[src/rtl/fifo_wr_ctrl.sv]
// fifo_wr_ctrl: producer-side write controller for an async FIFO.
// 2-entry in-order skid buffer, IDLE/RUN/DRAIN FSM, write and stall counters.
module fifo_wr_ctrl #(
    parameter int WIDTH = 8
) (
    input  logic             wr_clk,
    input  logic             rstn,
    input  logic             en,
    input  logic             clr_cnt,
    input  logic             s_valid,
    input  logic [WIDTH-1:0] s_data,
    output logic             s_ready,
    input  logic             fifo_full,
    output logic             fifo_wr_en,
    output logic [WIDTH-1:0] fifo_wr_data,
    output logic             busy,
    output logic [15:0]      wr_count,
    output logic [15:0]      stall_count
);
    typedef enum logic [1:0] {IDLE, RUN, DRAIN} state_t;

    state_t           state, state_nxt;
    logic [1:0]       occ, occ_pop, occ_nxt;
    logic [WIDTH-1:0] head, tail, head_nxt, tail_nxt;
    logic             acc, stall;

    assign busy         = state != IDLE;
    assign s_ready      = (state == RUN) && (occ != 2'd2);
    assign fifo_wr_en   = busy && (occ != 2'd0) && !fifo_full;
    assign fifo_wr_data = head;
    assign acc          = s_valid && s_ready;
    assign stall        = busy && (occ != 2'd0) && fifo_full;

    // Pop first, then the accepted word lands at the post-pop occupancy slot.
    always_comb begin
        occ_pop  = occ - {1'b0, fifo_wr_en};
        occ_nxt  = occ_pop + {1'b0, acc};
        head_nxt = fifo_wr_en ? tail : head;
        tail_nxt = tail;
        if (acc && occ_pop == 2'd0) head_nxt = s_data;
        if (acc && occ_pop == 2'd1) tail_nxt = s_data;
        state_nxt = state;
        case (state)
            IDLE:    state_nxt = en ? RUN : IDLE;
            RUN:     state_nxt = en ? RUN : DRAIN;
            DRAIN:   state_nxt = en ? RUN : (occ_nxt == 2'd0 ? IDLE : DRAIN);
            default: state_nxt = IDLE;
        endcase
    end

    always_ff @(posedge wr_clk or negedge rstn) begin
        if (!rstn) begin
            state       <= IDLE;
            occ         <= '0;
            head        <= '0;
            tail        <= '0;
            wr_count    <= '0;
            stall_count <= '0;
        end else begin
            state       <= state_nxt;
            occ         <= occ_nxt;
            head        <= head_nxt;
            tail        <= tail_nxt;
            wr_count    <= clr_cnt ? 16'd0 : wr_count + 16'(fifo_wr_en);
            stall_count <= clr_cnt ? 16'd0 : stall_count + 16'(stall && stall_count != 16'hFFFF);
        end
    end
endmodule

[config.mk]
export PLATFORM = sky130hd
export DESIGN_NAME = fifo_wr_ctrl
export DESIGN_NICKNAME = d
export VERILOG_FILES = /design/src/rtl/fifo_wr_ctrl.sv
export SDC_FILE = /design/constraint.sdc
export NUM_CORES = 1
export LEC_CHECK = 0
export ABC_AREA = 1
export CAP_MARGIN = 20
export CORE_MARGIN = 10
export CORE_UTILIZATION = 50
export DETAILED_ROUTE_END_ITERATION = 8
export HOLD_SLACK_MARGIN = 0.02
export PLACE_DENSITY = 0.89
export SLEW_MARGIN = 0
export SYNTH_ARGS = -nofsm -noshare
export SYNTH_HDL_FRONTEND = slang
export SYNTH_SLANG_ARGS = --single-unit
[constraint.sdc]
create_clock -name wr_clk -period 6.5 [get_ports wr_clk]
set_clock_uncertainty 0.2 [all_clocks]
set_input_delay 1.625 -clock wr_clk [delete_from_list [all_inputs] [get_ports wr_clk]]
set_output_delay 1.625 -clock wr_clk [all_outputs]
set_load 0.005 [all_outputs]
==> key figures, run 1 <==
Logic synthesis
  • Yosys top cell by area: dfrtp_1
  • Asr flop ratio synth: between 90% and 100%
  • Cells after synthesis: around 350
  • Seq/Total Area, Yosys: 48.4%
  • Main synth FF type: dfrtp_1
  • Syn avg cell area: 7.60 um2
  • Commonest cells in the netlist: nand2_1, nor2_1, dfrtp_1
  • Unique masters post-synth: 25
  • Top cells by area, synth: dfrtp_1, nand2_1, nor2_1, inv_1, nand3_1
  • Most common cell in the netlist: nand2_1
  • Post-synth EDFFs: 0
  • Synthesized flop and latch total: 52
  • Cell area after synthesis: 2690 um2
  • Synth Warn #: 0
  • Syn Nets: 374
  • Share of Yosys cell area claimed by the top area cell type: between 40 and 50%

Global routing
  • Largest net degree at the start of global routing: between 50 and 60
  • Initial antenna violation count: 0
  • Total gr overflow: 0
  • Vias in the first global route: about 2400
  • First-pass GRT wire length: about 11 mm
  • All-Layer GR Usage: ~15%

Setup path
  • CP Class: in2out
  • Crit path DAT: 3.22 ns
  • Worst setup EP type: primary output
  • Critical Path Start Type: input port
  • Crit path max fanout: 17
  • Data required, critical path: ~4.7 ns

STA
  • RSZ-0062 raised after global routing: false
  • Count of final setup violators: 0
  • Slew margin rel.: between 50% and 60%
  • Final hold vios: 0
  • Final setup TNS: 0 ns
  • Min cycle time layout: roughly 5.0 ns
  • Final period utilization: approximately 78%
  • Pins Over Slew Limit: 0
  • Highest Clock Rate: about 0.20 GHz
  • Slew @ Worst Pin: about 0.67 ns
  • WHS: between 0.3 and 0.4 ns

CTS
  • Worst-case clock buffer depth: 2
  • Sinks on Clock Net: between 50 and 60
  • Clk root buf: clkbuf_8
  • Setup Fix Bufs, Post-CTS: 0
  • Clock H-tree levels: 2
  • TritonCTS clock tree: yes
  • Cts hold-fix bufs: 0
  • Later-pin clock latency in the skew report: about 0.3 ns
  • Num CTS Buffers: 5
  • Clock transition at path regs: around 0.09 ns
  • CTS resizes: 0

Run status
  • Status: finished, final reports clean

Placement
  • Dpl cell area: 3300 um2
  • # port buffers: 56
  • Routability cong.: approximately 0.86
  • Post-DP HPWL: between 4 and 5 mm

Die
  • Rows: 26
  • Starting utilization of the core area: 52.0%
  • Area of the die: 8710 um2
  • Width of the die: roughly 93 um
  • Top Ports: 57
  • Chip Height: around 93 um
  • Total core area: approximately 5200 um2

Cells and area
  • # nets final: about 430
  • Layout cell share with drive strength beyond 1: about 4.9%
  • Design area: about 3400 um2
  • Syn-to-layout area delta: 26.0%
  • Final core occ: ~66%
  • Antenna diodes: 0

Power and ir drop
  • Tot Pwr: ~900 uW
  • LEAKAGE: roughly 0.0015 uW
  • Worst VDD drop: 0.217 mV
  • Power Density: approximately 270 nW/um2

Route
  • Initial drt markers: about 140
  • Post-route ant nets: 0
  • Via count: around 2500
  • TritonRoute pass-1 iters: 4
  • Number of remaining DRC errors: 0
  • Vias per cell: a little over 5
  • Post-Route WL: 6.28 mm
  • Routed wire per std cell: 13.0 um

Run
  • Max-cap violation count: 0

Worst hold path
  • Hold crit path type: reg2reg
kinds of logic (layout without fill, tap and decap cells):
group	Yosys count	count (layout)	share of synthesized area (%)
compound gates	46	46	9.40
xor+xnor	2	2	0.651
fa+ha+maj	6	6	2.79
buf+inv	54	112	8.23
flops	52	52	48.4
simple gates	194	194	30.6
per-layer routing:
metal	vias to the layer above	track usage, %	wire (um)
li1	1229	-	-
met1	1137	16.1	2460
met2	80	26.0	3290
met3	12	4.64	447
met4	0	5.78	80
met5	-	0	0
flip-flops by register name (all words and copies together) (netlist names):
name	cells
stall_count	16
wr_count	16
fifo_wr_data	8
tail	8
occ	2
state	2
layout make-up:
| class | instances | area (um2) |
|---|---|---|
| multi-input combinational | 248 | 1170 |
| fill | 442 | 1780 |
| tap | 70 | 87.6 |
| clock inverter | 2 | 10.0 |
| timing repair buffer | 57 | 563 |
| sequential | 52 | 1300 |
| clock buffer | 6 | 82.6 |
| inverter | 47 | 176 |
final timing paths:
kind / start / slack (ns) / endpoint / depth (start not counted)
max in group asynchronous: rstn / 4.43 / stall_count[14]$_DFF_PN0_ / 2
worst min-delay path: fifo_wr_data[2]$_DFFE_PN0P_ / 0.32 / fifo_wr_data[2]$_DFFE_PN0P_ / 2
worst max register to register: state[0]$_DFF_PN0_ / 3.92 / wr_count[8]$_DFF_PN0_ / 11
min in group asynchronous: rstn / 1.22 / state[0]$_DFF_PN0_ / 2
worst min register to register: fifo_wr_data[2]$_DFFE_PN0P_ / 0.32 / fifo_wr_data[2]$_DFFE_PN0P_ / 2
worst max-delay path: fifo_full / 1.45 / fifo_wr_en / 4
stage by stage:
step           setup slack [ns]  cells
5_1_grt                    1.33    482
3_3_place_gp               1.48    474
4_1_cts                    1.44    482
3_5_place_dp               1.45    474
2_1_floorplan              2.50    354
6_report                   1.45    482
cells in the final DEF (no fill, tap or decap), types with 2 or more instances in the layout:
cell type and count:
ha_1 6, a21oi_1 23, o21ai_0 13, nand4_1 3, clkbuf_8 6, nand2_1 78, nor3_1 4, dfrtp_1 52
o21bai_1 5, nand2_2 2, clkinv_2 2, nand3_1 28, nor2_2 2, nor2_1 72, o21a_1 4, clkdlybuf4s50_1 55
nor2_4 2, inv_1 46
power by group:
group / switching (uW) / internal [uW]
combinational: 161 / 137
clock: 101 / 85.2
sequential: 32.1 / 385
total: 294 / 607
critical path, cell delays in order:
cell	delay, ns
clkdlybuf4s50_1	0.41
nand3b_2	0.43
inv_1	0.21
clkdlybuf4s50_1	0.55
Power figures use the tool's default switching activity.
==> run 2: changes to the inputs <==
- CORE_UTILIZATION: 50 -> 46
- PLACE_DENSITY: 0.89 -> 0.86
- clock period: 6.5 -> 4.1 ns (I/O delays scaled with it)
==> run 2 against run 1 <==
Against the previous run:
- sequential cell count unchanged
- largest cell class unchanged
- critical path type unchanged
- utilization shrank 3.2 points
- global-route usage shrank 0.41 points
- clock-buffer cell count shrank 1
- sequential power is 59% higher
- worst setup slack got worse by 0.86 ns
- clock power rose to 2.6 times the previous value
- critical path depth stayed put
- hold slack better by 0.00091 ns
- largest power group unchanged
==> key figures, run 2 (synthesis results as in run 1) <==
Global routing
  • First-pass GRT wire length: 10.9 mm (+1.7%)
  • Vias in the first global route: 2416 (-0.54%)
  • Total gr overflow: 0 (unchanged)
  • Initial antenna violation count: 0 (unchanged)
  • All-Layer GR Usage: 14.3% (-0.41 points)
  • Largest net degree at the start of global routing: 36 (-32%)

CTS
  • Clock transition at path regs: 0.09 ns (about the same)
  • Worst-case clock buffer depth: 2 (unchanged)
  • Setup Fix Bufs, Post-CTS: 0 (unchanged)
  • Clk root buf: clkbuf_8
  • Cts hold-fix bufs: 0 (unchanged)
  • Num CTS Buffers: 5 (unchanged)
  • CTS resizes: 0 (unchanged)
  • Sinks on Clock Net: 52 (unchanged)
  • Later-pin clock latency in the skew report: 0.30 ns (about the same)
  • TritonCTS clock tree: yes
  • Clock H-tree levels: 2 (unchanged)

Setup path
  • Worst setup EP type: primary output
  • Reg-to-Reg End: stall_count[9]$_DFF_PN0_
  • Crit path DAT: 2.29 ns (-0.93 ns)
  • FF-to-FF setup slack: 1.82 ns (-2.10 ns)
  • Crit path max fanout: 3 (-14)
  • Reg2reg path depth: 13 (+2)
  • Data required, critical path: 2.87 ns (-1.81 ns)
  • CP Class: in2out
  • Critical Path Start Type: input port
  • Worst reg2reg path startpoint: stall_count[4]$_DFF_PN0_

Placement
  • Cell count after placement: 478 (+0.84%)
  • Setup Slack @ Placement: 0.587 ns (-0.862 ns)
  • Post-DP HPWL: 4.81 mm (+1.2%)
  • # port buffers: 56 (unchanged)
  • Routability cong.: 0.840 (-1.8%)

Route
  • TritonRoute pass-1 iters: 4 (unchanged)
  • Vias per cell: 5.08 (-0.30%)
  • Post-Route WL: 6.55 mm (+4.3%)
  • Via count: 2471 (+0.53%)
  • Initial drt markers: 103 (-28%)
  • Post-route ant nets: 0 (unchanged)
  • Number of remaining DRC errors: 0 (unchanged)
  • Routed wire per std cell: 13.5 um (+3.5%)

Cells and area
  • Final core occ: 62.3% (-3.2 points)
  • Most common cell after layout, fill and taps aside: nand2_1
  • Syn-to-layout area delta: 29.1%
  • Most frequent cells in the layout: nand2_1, nor2_1, clkdlybuf4s50_1
  • Top flop regs: stall_count: 16 flops, wr_count: 16 flops
  • Layout cell share with drive strength beyond 1: 5.31% (+0.46 points)
  • Antenna diodes: 0 (unchanged)
  • Filler cells: 494 (+12%)
  • Finished Layout Cells: 486 (+0.83%)
  • # nets final: 433 (+0.46%)

STA
  • Final hold vios: 0 (unchanged)
  • Final period utilization: 85.7%
  • Slew margin rel.: 44.3% (-11 points)
  • Min cycle time layout: approximately 3.5 ns
  • Slew @ Worst Pin: 0.835 ns (+0.163 ns)
  • Pins Over Slew Limit: 0 (unchanged)
  • Final setup TNS: 0 ns (unchanged)
  • Highest Clock Rate: between 0.2 and 0.3 GHz
  • WHS: 0.319 ns (+0.000906 ns)
  • RSZ-0062 raised after global routing: false
  • Final WS setup: 0.588 ns (-0.862 ns)
  • Count of final setup violators: 0 (unchanged)

Power and ir drop
  • LEAKAGE: 0.00156 uW (+2.4%)
  • Worst VDD drop: 0.409 mV (+89%)
  • Power Density: 468 nW/um2 (+76%)

Die
  • Rows: 27 (+3.8%)
  • Starting utilization of the core area: 48.3% (-3.7 points)
  • Width of the die: 96.5 um (+3.3%)
  • Top Ports: 57 (unchanged)
  • Chip Height: 96.5 um (+3.3%)
  • Total core area: 5570 um2 (+7.8%)
  • Area of the die: 9310 um2 (+6.8%)

Worst hold path
  • Hold crit path type: reg2reg
  • Worst Hold Endpoint: state[0]$_DFF_PN0_
  • Hold Path Origin: state[1]$_DFF_PN0_
  • Hold path depth: 1 (-1)

Run status
  • Status: finished, final reports clean

Run
  • Max-cap violation count: 0 (unchanged)
[run 2: layout make-up]
type | count | area, um2 | area share (%)
multi-input combinational | 248 | 1170 | 33.6
clock buffer | 5 | 68.8 | 1.98
sequential | 52 | 1300 | 37.5
clock inverter | 3 | 90.1 | 2.59
tap | 72 | 90.1 | 2.59
timing repair buffer | 59 | 578 | 16.6
inverter | 47 | 176 | 5.08
[run 2: how the worst max path moves through the flow]
stage | depth (start not counted) | endpoint | startpoint
global placement | 4 | fifo_wr_en | fifo_full
detailed placement | 4 | fifo_wr_en | fifo_full
floorplan | 10 | wr_count[10]$_DFF_PN0_ | fifo_full
global route | 4 | fifo_wr_en | fifo_full
CTS | 4 | fifo_wr_en | fifo_full
finish | 4 | fifo_wr_en | fifo_full
[run 2: through the flow]
stage	area (um2)	total power, uW
finish	3470	1630
global route	3470	1730
CTS	3470	1640
detailed placement	3310	1160
global placement	3310	1140
floorplan	2690	950
[run 2: where the power goes]
part / internal (uW) / switching [uW] / leakage [uW]
clock network: 305 / 174 / 0.0000784
logic: 223 / 260 / 0.000802
registers: 611 / 53.6 / 0.000675
total: 1140 / 487 / 0.00156
[run 2: layer usage]
layer  vias up  share of wire [%]  global-route usage, %  routed length, um
met5         -                  0                      0                  0
li1       1225                  -                      -                  -
met4         0                1.3                   5.08                 87
met2        60                 48                   23.7               3150
met3         9                6.9                   4.32                450
met1      1177                 44                   17.4               2860
[run 2: worst max-delay path: stages]
cell and delay (ns):
clkdlybuf4s50_1 0.41, nand3b_2 0.21, inv_1 0.12, clkdlybuf4s50_1 0.52
==> run 3: changes to the inputs <==
- RECOVER_POWER: not set -> 50
- SETUP_SLACK_MARGIN: not set -> 0.05
==> run 3 against run 2 <==
Against the previous run:
- the run now ends with capacitance limit, slew limit left
- total power decreased by 1.2%
- sequential cell count unchanged
- sequential share of layout area increased by 0.054 points
- cell count unchanged
- die area unchanged
- sequential power about the same
- critical path depth unchanged
==> key figures, run 3 (synthesis results as in run 1) <==
Cells and area
  • Most frequent cells in the layout: nand2_1, nor2_1, dfrtp_1
  • Syn-to-layout area delta: 28.9%
  • Filler cells: 494 (unchanged)
  • # nets final: 433 (unchanged)
  • Antenna diodes: 0 (unchanged)
  • Layout cell share with drive strength beyond 1: 4.83% (-0.48 points)
  • Top flop regs: stall_count: 16 flops, wr_count: 16 flops
  • Most common cell after layout, fill and taps aside: nand2_1

Global routing
  • All-Layer GR Usage: 14.3% (unchanged)
  • Initial antenna violation count: 0 (unchanged)
  • Total gr overflow: 0 (unchanged)
  • First-pass GRT wire length: 10.9 mm (unchanged)
  • Largest net degree at the start of global routing: 36 (unchanged)
  • Vias in the first global route: 2416 (unchanged)

STA
  • Final WS setup: 0.453 ns (-0.135 ns)
  • Final setup TNS: 0 ns (unchanged)
  • Final period utilization: 88.9% (+3.3 points)
  • Slew margin rel.: -33.4% (-78 points)
  • Min cycle time layout: 3.65 ns (+0.135 ns)
  • Count of final setup violators: 0 (unchanged)
  • Slew @ Worst Pin: 2.00 ns (+1.17 ns)
  • RSZ-0062 raised after global routing: false
  • Pins Over Slew Limit: 36 (+36)
  • Highest Clock Rate: 0.274 GHz (-3.7%)
  • Final hold vios: 0 (unchanged)

CTS
  • Clk root buf: clkbuf_8
  • Cts hold-fix bufs: 0 (unchanged)
  • Worst-case clock buffer depth: 2 (unchanged)
  • Clock transition at path regs: 0.10 ns (about the same)
  • Num CTS Buffers: 5 (unchanged)
  • Clock H-tree levels: 2 (unchanged)
  • TritonCTS clock tree: yes
  • Sinks on Clock Net: 52 (unchanged)
  • CTS resizes: 0 (unchanged)
  • Setup Fix Bufs, Post-CTS: 0 (unchanged)
  • Later-pin clock latency in the skew report: 0.30 ns (about the same)

Setup path
  • Crit path DAT: 2.42 ns (+0.13 ns)
  • CP Class: in2out
  • Crit path max fanout: 3 (unchanged)
  • Critical Path Start Type: input port
  • Setup crit end: fifo_wr_en
  • Data required, critical path: 2.87 ns (about the same)
  • Setup crit start: fifo_full
  • Worst setup EP type: primary output
  • Worst reg2reg path startpoint: stall_count[4]$_DFF_PN0_
  • Reg-to-Reg End: stall_count[9]$_DFF_PN0_
  • Reg2reg path depth: 13 (unchanged)
  • FF-to-FF setup slack: 1.83 ns (about the same)

Route
  • Post-route ant nets: 0 (unchanged)
  • Post-Route WL: 6.52 mm (-0.43%)
  • Vias per cell: 5.08 (about the same)
  • TritonRoute pass-1 iters: 4 (unchanged)
  • Via count: 2469 (-0.081%)
  • Number of remaining DRC errors: 0 (unchanged)
  • Initial drt markers: 93 (-9.7%)
  • Routed wire per std cell: 13.4 um (-0.43%)

Placement
  • Post-DP HPWL: 4.81 mm (unchanged)
  • Routability cong.: 0.840 (unchanged)
  • Setup Slack @ Placement: 0.587 ns (unchanged)
  • # port buffers: 56 (unchanged)

Die
  • Chip Height: 96.5 um (unchanged)
  • Rows: 27 (unchanged)
  • Width of the die: 96.5 um (unchanged)
  • Top Ports: 57 (unchanged)
  • Area of the die: 9310 um2 (unchanged)
  • Starting utilization of the core area: 48.3% (unchanged)
  • Total core area: 5570 um2 (unchanged)

Worst hold path
  • Hold crit path type: reg2reg
  • Hold path depth: 2 (+1)
  • Hold Path Origin: fifo_wr_data[5]$_DFFE_PN0P_

Power and ir drop
  • Power Density: 464 nW/um2 (-1.0%)
  • LEAKAGE: 0.00157 uW (+1.1%)
  • Tot Pwr: 1610 uW (-1.2%)
  • Worst VDD drop: 0.408 mV (-0.38%)

Run status
  • Status: finished with violations
  • Failing checks: capacitance limit, slew limit

Run
  • Max-cap violation count: 1 (+1)
==> run 3: cell types whose count changed in the layout (fill, tap and decap cells not counted), sizes merged <==
cell / before / now
buf: 4 / 2
clkbuf: 5 / 7
clkdlybuf4s50: 55 / 40
dlygate4sd3: 0 / 15
==> run 3: how the worst min path moves through the flow <==
stage / end / slack [ns]
final: fifo_wr_data[5]$_DFFE_PN0P_ / 0.31
after global routing: state[0]$_DFF_PN0_ / 0.34
after CTS: tail[5]$_DFFE_PN0P_ / 0.32
after detailed placement: tail[5]$_DFFE_PN0P_ / 0.30
after global placement: state[0]$_DFF_PN0_ / 0.29
after floorplan: state[0]$_DFF_PN0_ / 0.28
==> run 3: per-stage QoR <==
step	hold WS [ns]	instances	cell area [um2]	util, %
6_report	0.315	486	3470	62.2
5_1_grt	0.339	486	3470	62.2
4_1_cts	0.323	486	3470	62.3
2_1_floorplan	0.277	354	2690	-
3_5_place_dp	0.301	478	3310	59.4
3_3_place_gp	0.290	478	3310	59.4
==> run 3: layer usage <==
layer	track usage, %	wire length, um
met3	4.32	457
met4	5.08	87
met2	23.7	3150
met1	17.4	2830
met5	0	0
==> run 3: where the power goes <==
part           switching [uW]  internal (uW)  total [uW]
logic                     260            207         467
registers                51.3            611         662
clock network             173            305         478
==> run 3: layout make-up <==
type	instances	area, um2	area share (%)
repair buffers	59	573	16.5
clock buffers	5	68.8	1.98
multi-input cells	248	1170	33.7
flip-flops and latches	52	1300	37.5
well taps	72	90.1	2.60
inverters	47	176	5.09
clock inverters	3	90.1	2.60
==> run 3: critical path: stages <==
cell and delay (ns):
dlygate4sd3_1 0.54, nand3b_2 0.21, inv_1 0.12, clkdlybuf4s50_1 0.52
